<file path="config.mk">
export PLATFORM = sky130hd
export DESIGN_NAME = sync_edge_filter
export DESIGN_NICKNAME = d
export VERILOG_FILES = /design/src/rtl/sync_edge_filter_pkg.sv /design/src/rtl/sync_edge_filter_ch.sv /design/src/rtl/sync_edge_filter.sv
export SDC_FILE = /design/constraint.sdc
export NUM_CORES = 1
export LEC_CHECK = 0
export CAP_MARGIN = 20
export CORE_ASPECT_RATIO = 0.5
export CORE_MARGIN = 2
export CORE_UTILIZATION = 41
export CTS_BUF_LIST = sky130_fd_sc_hd__clkbuf_16
export DETAILED_ROUTE_END_ITERATION = 10
export GPL_ROUTABILITY_DRIVEN = 0
export PLACE_DENSITY = 0.79
export SYNTH_ARGS = -nofsm -noshare
export SYNTH_HDL_FRONTEND = slang
export SYNTH_HIERARCHICAL = 1
export SYNTH_SLANG_ARGS = --single-unit
</file>
<file path="constraint.sdc">
create_clock -name clk_i -period 1.2 [get_ports clk_i]
set_clock_uncertainty 0.05 [all_clocks]
set_input_delay 0.24 -clock clk_i [delete_from_list [all_inputs] [get_ports clk_i]]
set_output_delay 0.24 -clock clk_i [all_outputs]
set_load 0.005 [all_outputs]
</file>
<file path="src/rtl/sync_edge_filter_pkg.sv">
// Shared types and helpers for the multi-channel synchroniser / debounce / edge block.
package sync_edge_filter_pkg;

  // Per-channel edge selection. Bit 0 enables rising edges, bit 1 enables falling edges.
  typedef enum logic [1:0] {
    EDGE_NONE = 2'b00,
    EDGE_RISE = 2'b01,
    EDGE_FALL = 2'b10,
    EDGE_BOTH = 2'b11
  } edge_mode_e;

  // Width of a counter that must hold values 0..debounce. Never narrower than one bit.
  function automatic int cnt_width(input int debounce);
    return (debounce < 1) ? 1 : $clog2(debounce + 1);
  endfunction

endpackage

</file>
<file path="src/rtl/sync_edge_filter_ch.sv">
// One channel: synchroniser chain, stability counter, filtered level, edge pulses
// qualified by the edge mode, and a sticky pending flag cleared by acknowledge.
module sync_edge_filter_ch
  import sync_edge_filter_pkg::*;
#(
  parameter int STAGES   = 2,
  parameter int DEBOUNCE = 1
) (
  input  logic       i_clk,
  input  logic       i_rst,
  input  logic       i_clr,
  input  logic       i_en,
  input  logic       i_serial,
  input  logic [1:0] i_mode,
  input  logic       i_ack,
  output logic       o_serial,
  output logic       o_r_edge,
  output logic       o_f_edge,
  output logic       o_event,
  output logic       o_pending
);

  localparam int             CW   = cnt_width(DEBOUNCE);
  localparam logic [CW-1:0]  LAST = CW'(DEBOUNCE - 1);

  logic [STAGES-1:0] r_sync;
  logic [CW-1:0]     r_cnt;
  logic              r_filt;
  logic              r_pending;

  logic       w_clear;
  logic       w_s;
  logic       w_mismatch;
  logic       w_accept;
  logic       w_rise;
  logic       w_fall;
  logic       w_event;
  edge_mode_e w_mode;

  assign w_clear    = i_rst | i_clr;
  assign w_s        = r_sync[STAGES-1];
  assign w_mismatch = (w_s != r_filt);
  // The accept condition is the same one that moves r_filt, so the edge pulse
  // is high exactly in the cycle before the filtered level changes.
  assign w_accept   = w_mismatch & i_en & (r_cnt == LAST);
  assign w_rise     = w_accept & w_s;
  assign w_fall     = w_accept & ~w_s;

  assign w_mode  = edge_mode_e'(i_mode);
  assign w_event = (w_rise & ((w_mode == EDGE_RISE) || (w_mode == EDGE_BOTH))) |
                   (w_fall & ((w_mode == EDGE_FALL) || (w_mode == EDGE_BOTH)));

  // Synchroniser chain: shifts every clock, independent of the enable.
  // NOTE: the chain is cleared like any other flop so that a reset restarts
  // qualification from a known 0 level instead of a stale sampled value.
  always_ff @(posedge i_clk) begin
    if (w_clear) begin
      r_sync <= '0;
    end else begin
      r_sync <= {r_sync[STAGES-2:0], i_serial};
    end
  end

  // Stability filter: count enabled cycles of disagreement, accept on the last one;
  // any agreement (glitch returning) restarts the count.
  // NOTE: non-blocking assignments keep every flop updating from pre-edge values.
  always_ff @(posedge i_clk) begin
    if (w_clear) begin
      r_filt <= 1'b0;
      r_cnt  <= '0;
    end else if (!w_mismatch) begin
      r_cnt  <= '0;
    end else if (i_en) begin
      if (w_accept) begin
        r_filt <= w_s;
        r_cnt  <= '0;
      end else begin
        r_cnt  <= r_cnt + 1'b1;
      end
    end
  end

  // Sticky pending flag: a new event wins over a simultaneous acknowledge.
  always_ff @(posedge i_clk) begin
    if (w_clear) begin
      r_pending <= 1'b0;
    end else begin
      r_pending <= w_event | (r_pending & ~i_ack);
    end
  end

  assign o_serial  = r_filt;
  assign o_r_edge  = w_rise;
  assign o_f_edge  = w_fall;
  assign o_event   = w_event;
  assign o_pending = r_pending;

endmodule

</file>
<file path="src/rtl/sync_edge_filter.sv">
// Multi-channel input conditioner: NUM_CH independent synchronise/debounce/edge
// channels plus a single interrupt line that is the OR of all pending flags.
module sync_edge_filter
  import sync_edge_filter_pkg::*;
#(
  parameter int NUM_CH   = 8,
  parameter int STAGES   = 2,
  parameter int DEBOUNCE = 1
) (
  input  logic                clk_i,
  input  logic                rst_i,
  input  logic                clr_i,
  input  logic                en_i,
  input  logic [NUM_CH-1:0]   serial_i,
  input  logic [2*NUM_CH-1:0] mode_i,
  input  logic [NUM_CH-1:0]   ack_i,
  output logic [NUM_CH-1:0]   serial_o,
  output logic [NUM_CH-1:0]   r_edge_o,
  output logic [NUM_CH-1:0]   f_edge_o,
  output logic [NUM_CH-1:0]   event_o,
  output logic [NUM_CH-1:0]   pending_o,
  output logic                irq_o
);

  for (genvar g = 0; g < NUM_CH; g++) begin : g_ch
    sync_edge_filter_ch #(
      .STAGES   (STAGES),
      .DEBOUNCE (DEBOUNCE)
    ) u_ch (
      .i_clk     (clk_i),
      .i_rst     (rst_i),
      .i_clr     (clr_i),
      .i_en      (en_i),
      .i_serial  (serial_i[g]),
      .i_mode    (mode_i[2*g +: 2]),
      .i_ack     (ack_i[g]),
      .o_serial  (serial_o[g]),
      .o_r_edge  (r_edge_o[g]),
      .o_f_edge  (f_edge_o[g]),
      .o_event   (event_o[g]),
      .o_pending (pending_o[g])
    );
  end

  assign irq_o = |pending_o;

endmodule

</file>
==> qor.txt, run 1 <==
Peak supply drop: 899 uV
# diodes: 0
Layout Nets: 369
CP delay by family, top: flip-flops
Slew at the pin closest to its max-slew limit: 0.272 ns
Most frequent cells in the layout: buf_4 (56), buf_2 (33), clkdlybuf4s50_1 (32)
Hold Buf Count CTS: 0
CORE AREA: 3940 sq um
Worst-path maximum fanout: 5
Level count of the clock H-tree: 2
Commonest non-fill, non-tap cell in the layout: buf_4
Share of cells above drive strength 1: 0.599
Distinct cells, synth: 14
Area after DPL: 2860 sq um
Tot GR Track Use: 0.249
Final Cell Area: 3490 sq um
Routed length per instance: 20.6 um
Placed insts: 349
Vias per cell: 5.35
Final setup margin: -0.272 ns
Post-layout min period: 1.47 ns
I/O Pins: 77
Worst path cell trace: nand3b_1, a21oi_2, buf_2
Worst endpoint data arrival time: 1.18 ns
Filler instances: 179
Vias: 2,074
Non-filler cells, final: 388
Clk_lat worst skew: 0.29 ns
RSZ-0062 raised after global routing: yes
CTS tree: done
Register area share after synthesis: 0.472
Slew Viols, Final: 0
Die area: 4700 sq um
IO Port Bufs: 76
Final core utilization: 0.884
Power per Cell Area: 872 nW/um^2
Die height: 49.5 um
Ys Warns: 6
Clock root buffer master: clkbuf_16
Starting density of the core: 0.431
Mapped cell area: 1700 sq um
Initial DRT Pass Iterations: 4
WP buf/inv: 1
Number of global-route vias before repair: 1,831
Tcrit/Tclk final: 1.23
Gr ovfl total: 0
Hold crit path type: flip-flop to flip-flop
Syn Area/Cell: 9.49 sq um
Die span in x: 95.0 um
Kind of end point of the critical path: primary output
Clock-pin slew on the worst setup and hold paths: 0.06 ns
Routed WL: 7.99 mm
Slowest stage delay, CP: 0.37 ns
Leakage power: 1.49 nW
Final setup vio count: 29
Max-cap violations: 0
Fmax: 679 MHz
Startpoint Class: flip-flop
Gate Count Post-Synth: 179
Largest net degree at the start of global routing: 17
First-pass GRT wire length: 8.85 mm
Slew headroom: 0.818
Std-Cell Rows: 16
Final hold violations: 0
Starting DRT DRC Count: 119
DRC: 0
CTS Buffer Depth: 2
Num CTS Buffers: 5
Detail Route Antenna Nets: 0
Initial antenna violation count: 0
Place WS: -0.782 ns
Area Overhead vs Synth: 105%
Final HPWL DP: 3.42 mm
Status: finished, violations left
Failing checks: setup timing
Required @ worst endpoint: 0.91 ns
Setup Crit Path Kind: flip-flop to primary output
Synthesis-stage register bit count: 40
Clk sink count: 40
Synthesized Nets: 215
CP max stage cell: dfxtp_4
## logic make-up after synthesis
family / Yosys count / share of synthesized area
DFF: 40 / 0.472
and+or+nand+nor: 107 / 0.381
muxes: 8 / 0.0472
AOI/OAI and AO/OA: 24 / 0.100
## sequential cells by signal (all words and copies together), names as in the netlist
signal               count
g_ch.u_ch/o_serial       8
g_ch.u_ch/r_cnt          8
g_ch.u_ch/o_pending      8
g_ch.u_ch/r_sync        16
## Yosys cell counts, drive strengths merged
| cell type | n | area (sq um) |
|---|---|---|
| nand2b | 24 | 170 |
| and2 | 16 | 100 |
| mux2i | 8 | 80.1 |
| dfxtp | 40 | 801 |
| nand2 | 1 | 3.75 |
| a21oi | 16 | 110 |
| nor4 | 2 | 12.5 |
| nor2b | 8 | 50.1 |
| nor2 | 24 | 90.1 |
| nor3 | 8 | 40.0 |
| nand3b | 24 | 180 |
| o21a | 8 | 60.1 |
## per-layer routing
layer	track usage	part of all wire	vias up
met2	0.461	0.53	86
met4	0.0966	0.034	0
met5	0	0	-
met1	0.283	0.39	1029
li1	-	-	932
met3	0.0489	0.051	27
## final timing paths
check	from	slack, ns	depth (start not counted)	to
worst min register to register	g_ch[7].u_ch/r_sync[0]$_SDFF_PP0_	0.38	1	g_ch[7].u_ch/r_sync[1]$_SDFF_PP0_
worst min-delay path	g_ch[7].u_ch/r_sync[0]$_SDFF_PP0_	0.38	1	g_ch[7].u_ch/r_sync[1]$_SDFF_PP0_
worst max-delay path	g_ch[7].u_ch/r_sync[1]$_SDFF_PP0_	-0.27	3	event_o[7]
worst max register to register	g_ch[2].u_ch/r_sync[1]$_SDFF_PP0_	-0.03	5	g_ch[2].u_ch/o_pending$_SDFF_PP0_
## through the flow
stage          setup TNS [ns]  hold WS, ns  total power (W)
3_3_place_gp           -26.03        0.358          0.00167
2_1_floorplan               0        0.267          0.00145
6_report                -4.15        0.376          0.00304
3_5_place_dp           -27.70        0.362          0.00168
4_1_cts                 -3.45        0.376          0.00295
5_1_grt                 -5.07        0.398          0.00311
## layout make-up
cell class,count,area (sq um),area share
repair buffers,147,1240,0.356
multi-input cells,139,1160,0.333
flip-flops and latches,40,878,0.252
clock buffers,5,125,0.0359
well taps,54,67.6,0.0194
clock inverters,3,13.8,0.00395
## report_power, final
group	switching, W	internal (W)	leakage, nW	total [W]
clock network	0.000568	0.000757	0.0710	0.00132
registers	0.0000121	0.00131	0.344	0.00132
logic	0.000154	0.000237	1.08	0.000391
total	0.000734	0.00231	1.49	0.00304
## repair_timing
action / 4_1_cts / 5_1_grt
resized for setup: 214 / 56
setup endpoints to repair: 51 / 40
pin swaps: 17 / 16
gates cloned: 1 / 1
buffers inserted: 11 / 19
Power figures use the tool's default switching activity.
==> inputs of run 2 (changes only) <==
- ABC_AREA: default -> 1
- CORE_UTILIZATION: 41 -> 43
- CTS_CLUSTER_SIZE: default -> 28
==> run 2 against run 1 <==
Area after synthesis rose by 17%; the flow now stops in global routing (5_1_grt); synthesized cell count rose by 60%.
==> qor.txt, run 2 <==
Status: stopped before the end
Last stage: global routing (5_1_grt)
Stop err: [ERROR DPL-0038] Utilization greater than 100%, impossible to legalize
Hold Buf Count CTS: 0 (unchanged)
Ys Warns: 6 (unchanged)
Dominant synthesized flop cell: dfxtp_1
Synth cell count leaders: inv_1 (72), nor2_1 (42), dfxtp_1 (40), nand2_1 (37), nand3_1 (24)
Adder-cell share of the synthesized area: 0 (unchanged)
Post-Synth Simple-Gate Area: 0.388 (+0.00674)
Mux cell area share after synthesis: 0 (-0.0472)
Clock root buffer master: clkbuf_16
Mapped cell area: 1980 sq um (+17%)
Distinct cells, synth: 12 (-2)
IO Port Bufs: 76 (unchanged)
Synth area leader: dfxtp_1
Most instantiated library cell after synthesis: inv_1
Synthesis-stage register bit count: 40 (unchanged)
Die span in x: 99.9 um (+5.2%)
I/O Pins: 77 (unchanged)
Synth top area cells: dfxtp_1 (40%), inv_1 (14%), nor2_4 (9.1%)
Async S/R FF share, synth: 0 (unchanged)
Place WS: -0.958 ns (-0.176 ns)
Xor/xnor share of the synthesized area: 0 (unchanged)
Top-area cell type share of the netlist area: 0.405 (-0.0668)
Gate Count Post-Synth: 287 (+60%)
WEP type: primary output
Std-Cell Rows: 17 (+1)
Final HPWL DP: 4.14 mm (+21%)
Die height: 52.0 um (+5.0%)
Largest family of logic cells by synthesized area: simple AND/OR/NAND/NOR gates
Worst setup endpoint GRT: event_o[7]
Syn Area/Cell: 6.89 sq um (-27%)
Compound-Gate Fraction of Synth Area: 0.0405 (-0.0597)
Starting density of the core: 0.449 (+0.0188)
Register area share after synthesis: 0.405 (-0.0668)
Clk sink count: 40 (unchanged)
Largest net degree at the start of global routing: 13
Num CTS Buffers: 5 (unchanged)
EDFF count, synth: 0 (unchanged)
Synthesized Nets: 323 (+50%)
CTS Buffer Depth: 2 (unchanged)
Level count of the clock H-tree: 2 (unchanged)
==> run 2: cells by family after synthesis <==
family                 count (synthesis)
buffers and inverters                 88
AOI/OAI and AO/OA                     16
and+or+nand+nor                      143
DFF                                   40
==> run 2: repair_timing <==
item	CTS
resized for setup	306
endpoints found under the setup margin	56
setup buffers	94
pin swaps	52
==> run 2: metrics by stage <==
stage / cells / util / instance area (sq um)
floorplan: 287 / - / 1980
global placement: 478 / 0.746 / 3280
detailed placement: 478 / 0.746 / 3280
CTS: 561 / 0.953 / 4190
==> inputs of run 3 (changes only) <==
- CORE_ASPECT_RATIO: 0.5 -> default
- CORE_UTILIZATION: 43 -> 40
- CTS_BUF_LIST: sky130_fd_sc_hd__clkbuf_16 -> default
- CTS_CLUSTER_SIZE: 28 -> default
- PLACE_DENSITY: 0.79 -> default
- PLACE_DENSITY_LB_ADDON: default -> 0.15
==> run 3 against run 2 <==
The flow now finishes, with violations (setup timing); synthesized cell count unchanged; area after synthesis unchanged.
==> qor.txt, run 3 <==
Status: finished, violations left
Failing checks: setup timing
Largest net degree at the start of global routing: 13
Final HPWL DP: 3.65 mm (-12%)
CORE AREA: 4750 sq um
Layout Nets: 518
Distinct cells, synth: 12 (unchanged)
Die area: 5520 sq um
Initial antenna violation count: 0
Commonest non-fill, non-tap cell in the layout: buf_4
Hold depth: 5
Syn Area/Cell: 6.89 sq um (unchanged)
Level count of the clock H-tree: 2 (unchanged)
Async S/R FF share, synth: 0 (unchanged)
Final setup margin: -0.328 ns
Power per Cell Area: 687 nW/um^2
Fmax: 654 MHz
Hold crit path type: input port to flip-flop
DRC: 0
Final hold violations: 0
Post-layout min period: 1.53 ns
Synth top area cells: dfxtp_1 (40%), inv_1 (14%), nor2_4 (9.1%)
Vias: 2,500
Clk_lat worst skew: 0.30 ns
Worst R2R End: g_ch[1].u_ch/o_serial$_SDFFE_PP0P_
Routed length per instance: 14.1 um
Peak supply drop: 493 uV
Worst r2r path cells: 7
IO Port Bufs: 76 (unchanged)
Clock-pin slew on the worst setup and hold paths: 0.08 ns
Ys Warns: 6 (unchanged)
Mapped cell area: 1980 sq um (unchanged)
# diodes: 0
WHS: 0.339 ns
Synth area leader: dfxtp_1
Max reg flops: 16
RSZ-0062 raised after global routing: yes
Filler instances: 251
Slew headroom: 0.860
Slew at the pin closest to its max-slew limit: 0.209 ns
Synth cell count leaders: inv_1 (72), nor2_1 (42), dfxtp_1 (40), nand2_1 (37), nand3_1 (24)
Clock root buffer master: clkbuf_8
Hold endpoint: g_ch[1].u_ch/r_cnt$_SDFFE_PP0P_
Area Overhead vs Synth: 112%
Number of global-route vias before repair: 2,440
Final core utilization: 0.882
Tcrit/Tclk final: 1.27
Num CTS Buffers: 5 (unchanged)
Placed insts: 484 (+1.3%)
Hold_sp: en_i
CTS tree: done
Setup Crit Path Kind: flip-flop to primary output
Most frequent cells in the layout: buf_4 (66), buf_6 (56), inv_2 (46)
Starting DRT DRC Count: 103
Std-Cell Rows: 25 (+8)
Starting density of the core: 0.416 (-0.0332)
Startpoint Class: flip-flop
Routed WL: 7.74 mm
Synthesis-stage register bit count: 40 (unchanged)
Worst-path maximum fanout: 4
TNS Setup: -5.54 ns
Largest register by flop count: g_ch.u_ch/r_sync
Die height: 74.3 um (+43%)
I/O Pins: 77 (unchanged)
Gr ovfl total: 0
Clk sink count: 40 (unchanged)
Place WS: -0.938 ns (+0.0200 ns)
Most instantiated library cell after synthesis: inv_1
Internal reg-to-reg setup slack: -0.09 ns
Synthesized Nets: 323 (unchanged)
Reg2Reg Launch Point: g_ch[1].u_ch/r_cnt$_SDFFE_PP0P_
Tot GR Track Use: 0.256
Detail Route Antenna Nets: 0
Max-cap violations: 0
First-pass GRT wire length: 10.7 mm
Slew Viols, Final: 0
CTS Buffer Depth: 2 (unchanged)
Worst endpoint data arrival time: 1.24 ns
Top-area cell type share of the netlist area: 0.405 (unchanged)
Leakage power: 2.11 nW
Share of cells above drive strength 1: 0.665
Initial DRT Pass Iterations: 4
Register area share after synthesis: 0.405 (unchanged)
Kind of end point of the critical path: primary output
Dominant synthesized flop cell: dfxtp_1
EDFF count, synth: 0 (unchanged)
Non-filler cells, final: 550
Die span in x: 74.3 um (-26%)
Final setup vio count: 27
Required @ worst endpoint: 0.91 ns
Vias per cell: 4.55
Gate Count Post-Synth: 287 (unchanged)
## run 3: cell counts after synthesis
No cell type changed its count.
## run 3: layout make-up
type | instances | area (sq um) | share of cell area
sequential | 40 | 857 | 0.204
tap | 67 | 83.8 | 0.0200
clock buffer | 6 | 72.6 | 0.0173
inverter | 88 | 338 | 0.0805
multi-input combinational | 159 | 1160 | 0.277
clock inverter | 2 | 35.0 | 0.00835
timing repair buffer | 188 | 1650 | 0.393
## run 3: metrics by stage
| stage | power [W] | instance area, sq um |
|---|---|---|
| final | 0.00288 | 4190 |
| after global routing | 0.00298 | 4190 |
| after CTS | 0.00284 | 3890 |
| after detailed placement | 0.00172 | 3240 |
| after global placement | 0.00172 | 3240 |
| after floorplan | 0.00150 | 1980 |
## run 3: kinds of logic after synthesis
logic type	count (synthesis)	synth area share
and+or+nand+nor	143	0.388
DFF	40	0.405
buffers and inverters	88	0.167
AOI/OAI and AO/OA	16	0.0405
## run 3: worst max-delay path, cell delays in order (launching register included)
cell     delay, ns
dfxtp_2       0.34
nor2_4        0.14
buf_4         0.14
nand3_2       0.09
nand2_2       0.12
buf_6         0.11
## run 3: routing by layer
layer,up-vias,share of wire,GRT usage
met4,0,0.035,0.0813
met5,-,0,0
li1,1223,-,-
met3,27,0.048,0.0569
met1,1156,0.35,0.249
met2,94,0.56,0.525
## run 3: repair_timing
action	4_1_cts	5_1_grt
pin swaps	48	35
hold buffers	0	0
buffers inserted	65	15
gates resized for setup	283	90
endpoints found under the hold margin	0	0
endpoints found under the setup margin	51	40
## run 3: worst max path at each step
stage | start | end
floorplan | g_ch[0].u_ch/o_serial$_SDFFE_PP0P_ | event_o[0]
global placement | en_i | f_edge_o[1]
detailed placement | en_i | f_edge_o[3]
CTS | g_ch[1].u_ch/o_serial$_SDFFE_PP0P_ | event_o[1]
global route | g_ch[5].u_ch/o_serial$_SDFFE_PP0P_ | event_o[5]
finish | g_ch[5].u_ch/r_cnt$_SDFFE_PP0P_ | event_o[5]
## run 3: report_power, final
part	switching [W]	internal [W]	total, W	leakage (nW)
Combinational	0.000216	0.000249	0.000464	1.71
Sequential	0.00000927	0.00133	0.00134	0.342
Clock	0.000462	0.000617	0.00108	0.0552
==> inputs of run 4 (changes only) <==
- RECOVER_POWER: default -> 100
==> run 4 against run 3 <==
The run still ends with setup timing left; critical path depth unchanged; highest routed layer unchanged; largest cell class unchanged; die area unchanged; sequential cell count stayed put; final area fell by 0.92%; count of clock-buffer cells in the layout unchanged; global-route usage is the same; core utilization fell by 0.82 points; final cell count did not move.
==> qor.txt, run 4 (synthesis results as in run 3) <==
Status: finished, violations left
Failing checks: setup timing
Initial antenna violation count: 0 (unchanged)
Startpoint Class: flip-flop
Most frequent cells in the layout: buf_4 (63), buf_6 (55), inv_2 (45)
Hold endpoint: g_ch[1].u_ch/r_cnt$_SDFFE_PP0P_
Max reg flops: 16 (unchanged)
Hold_sp: en_i
Kind of end point of the critical path: primary output
Fmax: 656 MHz (+0.33%)
Reg2Reg Launch Point: g_ch[1].u_ch/r_cnt$_SDFFE_PP0P_
Most used routing layer: met2
Largest net degree at the start of global routing: 13 (unchanged)
Slew at the pin closest to its max-slew limit: 0.463 ns (+0.254 ns)
CORE AREA: 4750 sq um (unchanged)
Vias per cell: 4.53 (-0.24%)
Clk_lat worst skew: 0.30 ns (about the same)
Worst endpoint data arrival time: 1.23 ns (about the same)
Pwr Total: 0.00288 W (-0.14%)
Worst R2R End: g_ch[1].u_ch/o_serial$_SDFFE_PP0P_
First-pass GRT wire length: 10.7 mm (unchanged)
Die area: 5520 sq um (unchanged)
CTS tree: done
Num CTS Buffers: 5 (unchanged)
Met3 global-route usage: 0.0569 (unchanged)
Starting density of the core: 0.416 (unchanged)
Die span in x: 74.3 um (unchanged)
Filler instances: 261 (+4.0%)
Internal reg-to-reg setup slack: -0.09 ns (about the same)
Vias: 2,494 (-0.24%)
Worst-path maximum fanout: 4 (unchanged)
IO Port Bufs: 76 (unchanged)
CTS Buffer Depth: 2 (unchanged)
Max-cap violations: 0 (unchanged)
Tot GR Track Use: 0.256 (unchanged)
M2 GR Usage: 0.525 (unchanged)
Clock-pin slew on the worst setup and hold paths: 0.08 ns (about the same)
Tcrit/Tclk final: 1.27 (-0.00416)
Detail Route Antenna Nets: 0 (unchanged)
Largest register by flop count: g_ch.u_ch/r_sync
Final setup margin: -0.323 ns (+0.00499 ns)
Multi-input gate area: 1160 sq um (unchanged)
Peak supply drop: 487 uV (-1.2%)
Post-layout min period: 1.52 ns (-0.00499 ns)
RSZ-0062 raised after global routing: yes
Routed length per instance: 14.1 um (+0.22%)
Register area: 847 sq um (-1.2%)
Area Overhead vs Synth: 110%
Share of cells above drive strength 1: 0.650 (-0.0145)
Final HPWL DP: 3.65 mm (unchanged)
Setup Crit Path Kind: flip-flop to primary output
Gr ovfl total: 0 (unchanged)
Hold depth: 5 (unchanged)
Number of global-route vias before repair: 2,440 (unchanged)
Die height: 74.3 um (unchanged)
# diodes: 0 (unchanged)
Commonest non-fill, non-tap cell in the layout: buf_4
I/O Pins: 77 (unchanged)
Layout Nets: 518 (unchanged)
Slew headroom: 0.691 (-0.168)
Starting DRT DRC Count: 100 (-2.9%)
Power per Cell Area: 692 nW/um^2 (+0.79%)
Std-Cell Rows: 25 (unchanged)
M1 GR Usage: 0.249 (unchanged)
Clk sink count: 40 (unchanged)
TNS Setup: -5.54 ns (-0.00289 ns)
Routed WL: 7.75 mm (+0.22%)
Level count of the clock H-tree: 2 (unchanged)
Required @ worst endpoint: 0.91 ns (about the same)
Clock root buffer master: clkbuf_8
Final setup vio count: 29 (+7.4%)
Initial DRT Pass Iterations: 4 (unchanged)
Leakage power: 2.08 nW (-1.3%)
Final hold violations: 0 (unchanged)
Slew Viols, Final: 0 (unchanged)
Hold crit path type: input port to flip-flop
Worst r2r path cells: 7 (unchanged)
DRC: 0 (unchanged)
run 4: cell type report:
cell class              instances  share of cell area
clock buffers                   6              0.0175
clock inverters                 2             0.00843
inverters                      88              0.0813
multi-input cells             159               0.279
flip-flops and latches         40               0.204
well taps                      67              0.0202
repair buffers                188               0.389
run 4: report_power, final:
group | leakage (nW) | switching, W | internal, W
Clock | 0.0552 | 0.000459 | 0.000617
Combinational | 1.69 | 0.000214 | 0.000242
Sequential | 0.340 | 0.00000914 | 0.00134
Total | 2.08 | 0.000683 | 0.00219
run 4: repair_timing:
item                                    in CTS  in global routing
pin swaps                                   48                 35
hold buffers                                 0                  0
buffers inserted                            65                 15
gates resized for setup                    283                 90
endpoints found under the setup margin      51                 40
run 4: worst max-delay path by stage:
stage,startpoint,endpoint,slack [ns],depth (start not counted)
floorplan,g_ch[0].u_ch/o_serial$_SDFFE_PP0P_,event_o[0],0.20,4
global placement,en_i,f_edge_o[1],-0.87,7
detailed placement,en_i,f_edge_o[3],-0.94,7
CTS,g_ch[1].u_ch/o_serial$_SDFFE_PP0P_,event_o[1],-0.26,6
global route,g_ch[5].u_ch/o_serial$_SDFFE_PP0P_,event_o[5],-0.36,5
finish,g_ch[5].u_ch/r_cnt$_SDFFE_PP0P_,event_o[5],-0.32,5
run 4: worst max-delay path, stage by stage (launching register included):
cell and delay, ns:
dfxtp_2 0.34, nor2_4 0.14, buf_4 0.14, nand3_2 0.10, nand2_2 0.12, buf_6 0.11
run 4: routing by layer:
metal	wire [um]	part of all wire
met1	2770	0.36
met2	4380	0.57
met3	318	0.041
met4	276	0.036
met5	0	0
run 4: stage by stage:
step | utilization | hold WS [ns] | std cells | setup WS [ns] | area [sq um]
2_1_floorplan | - | 0.301 | 287 | 0.200 | 1980
3_3_place_gp | 0.682 | 0.345 | 484 | -0.872 | 3240
3_5_place_dp | 0.682 | 0.350 | 484 | -0.938 | 3240
4_1_cts | 0.818 | 0.328 | 550 | -0.260 | 3890
5_1_grt | 0.874 | 0.347 | 550 | -0.362 | 4160
6_report | 0.874 | 0.340 | 550 | -0.323 | 4160
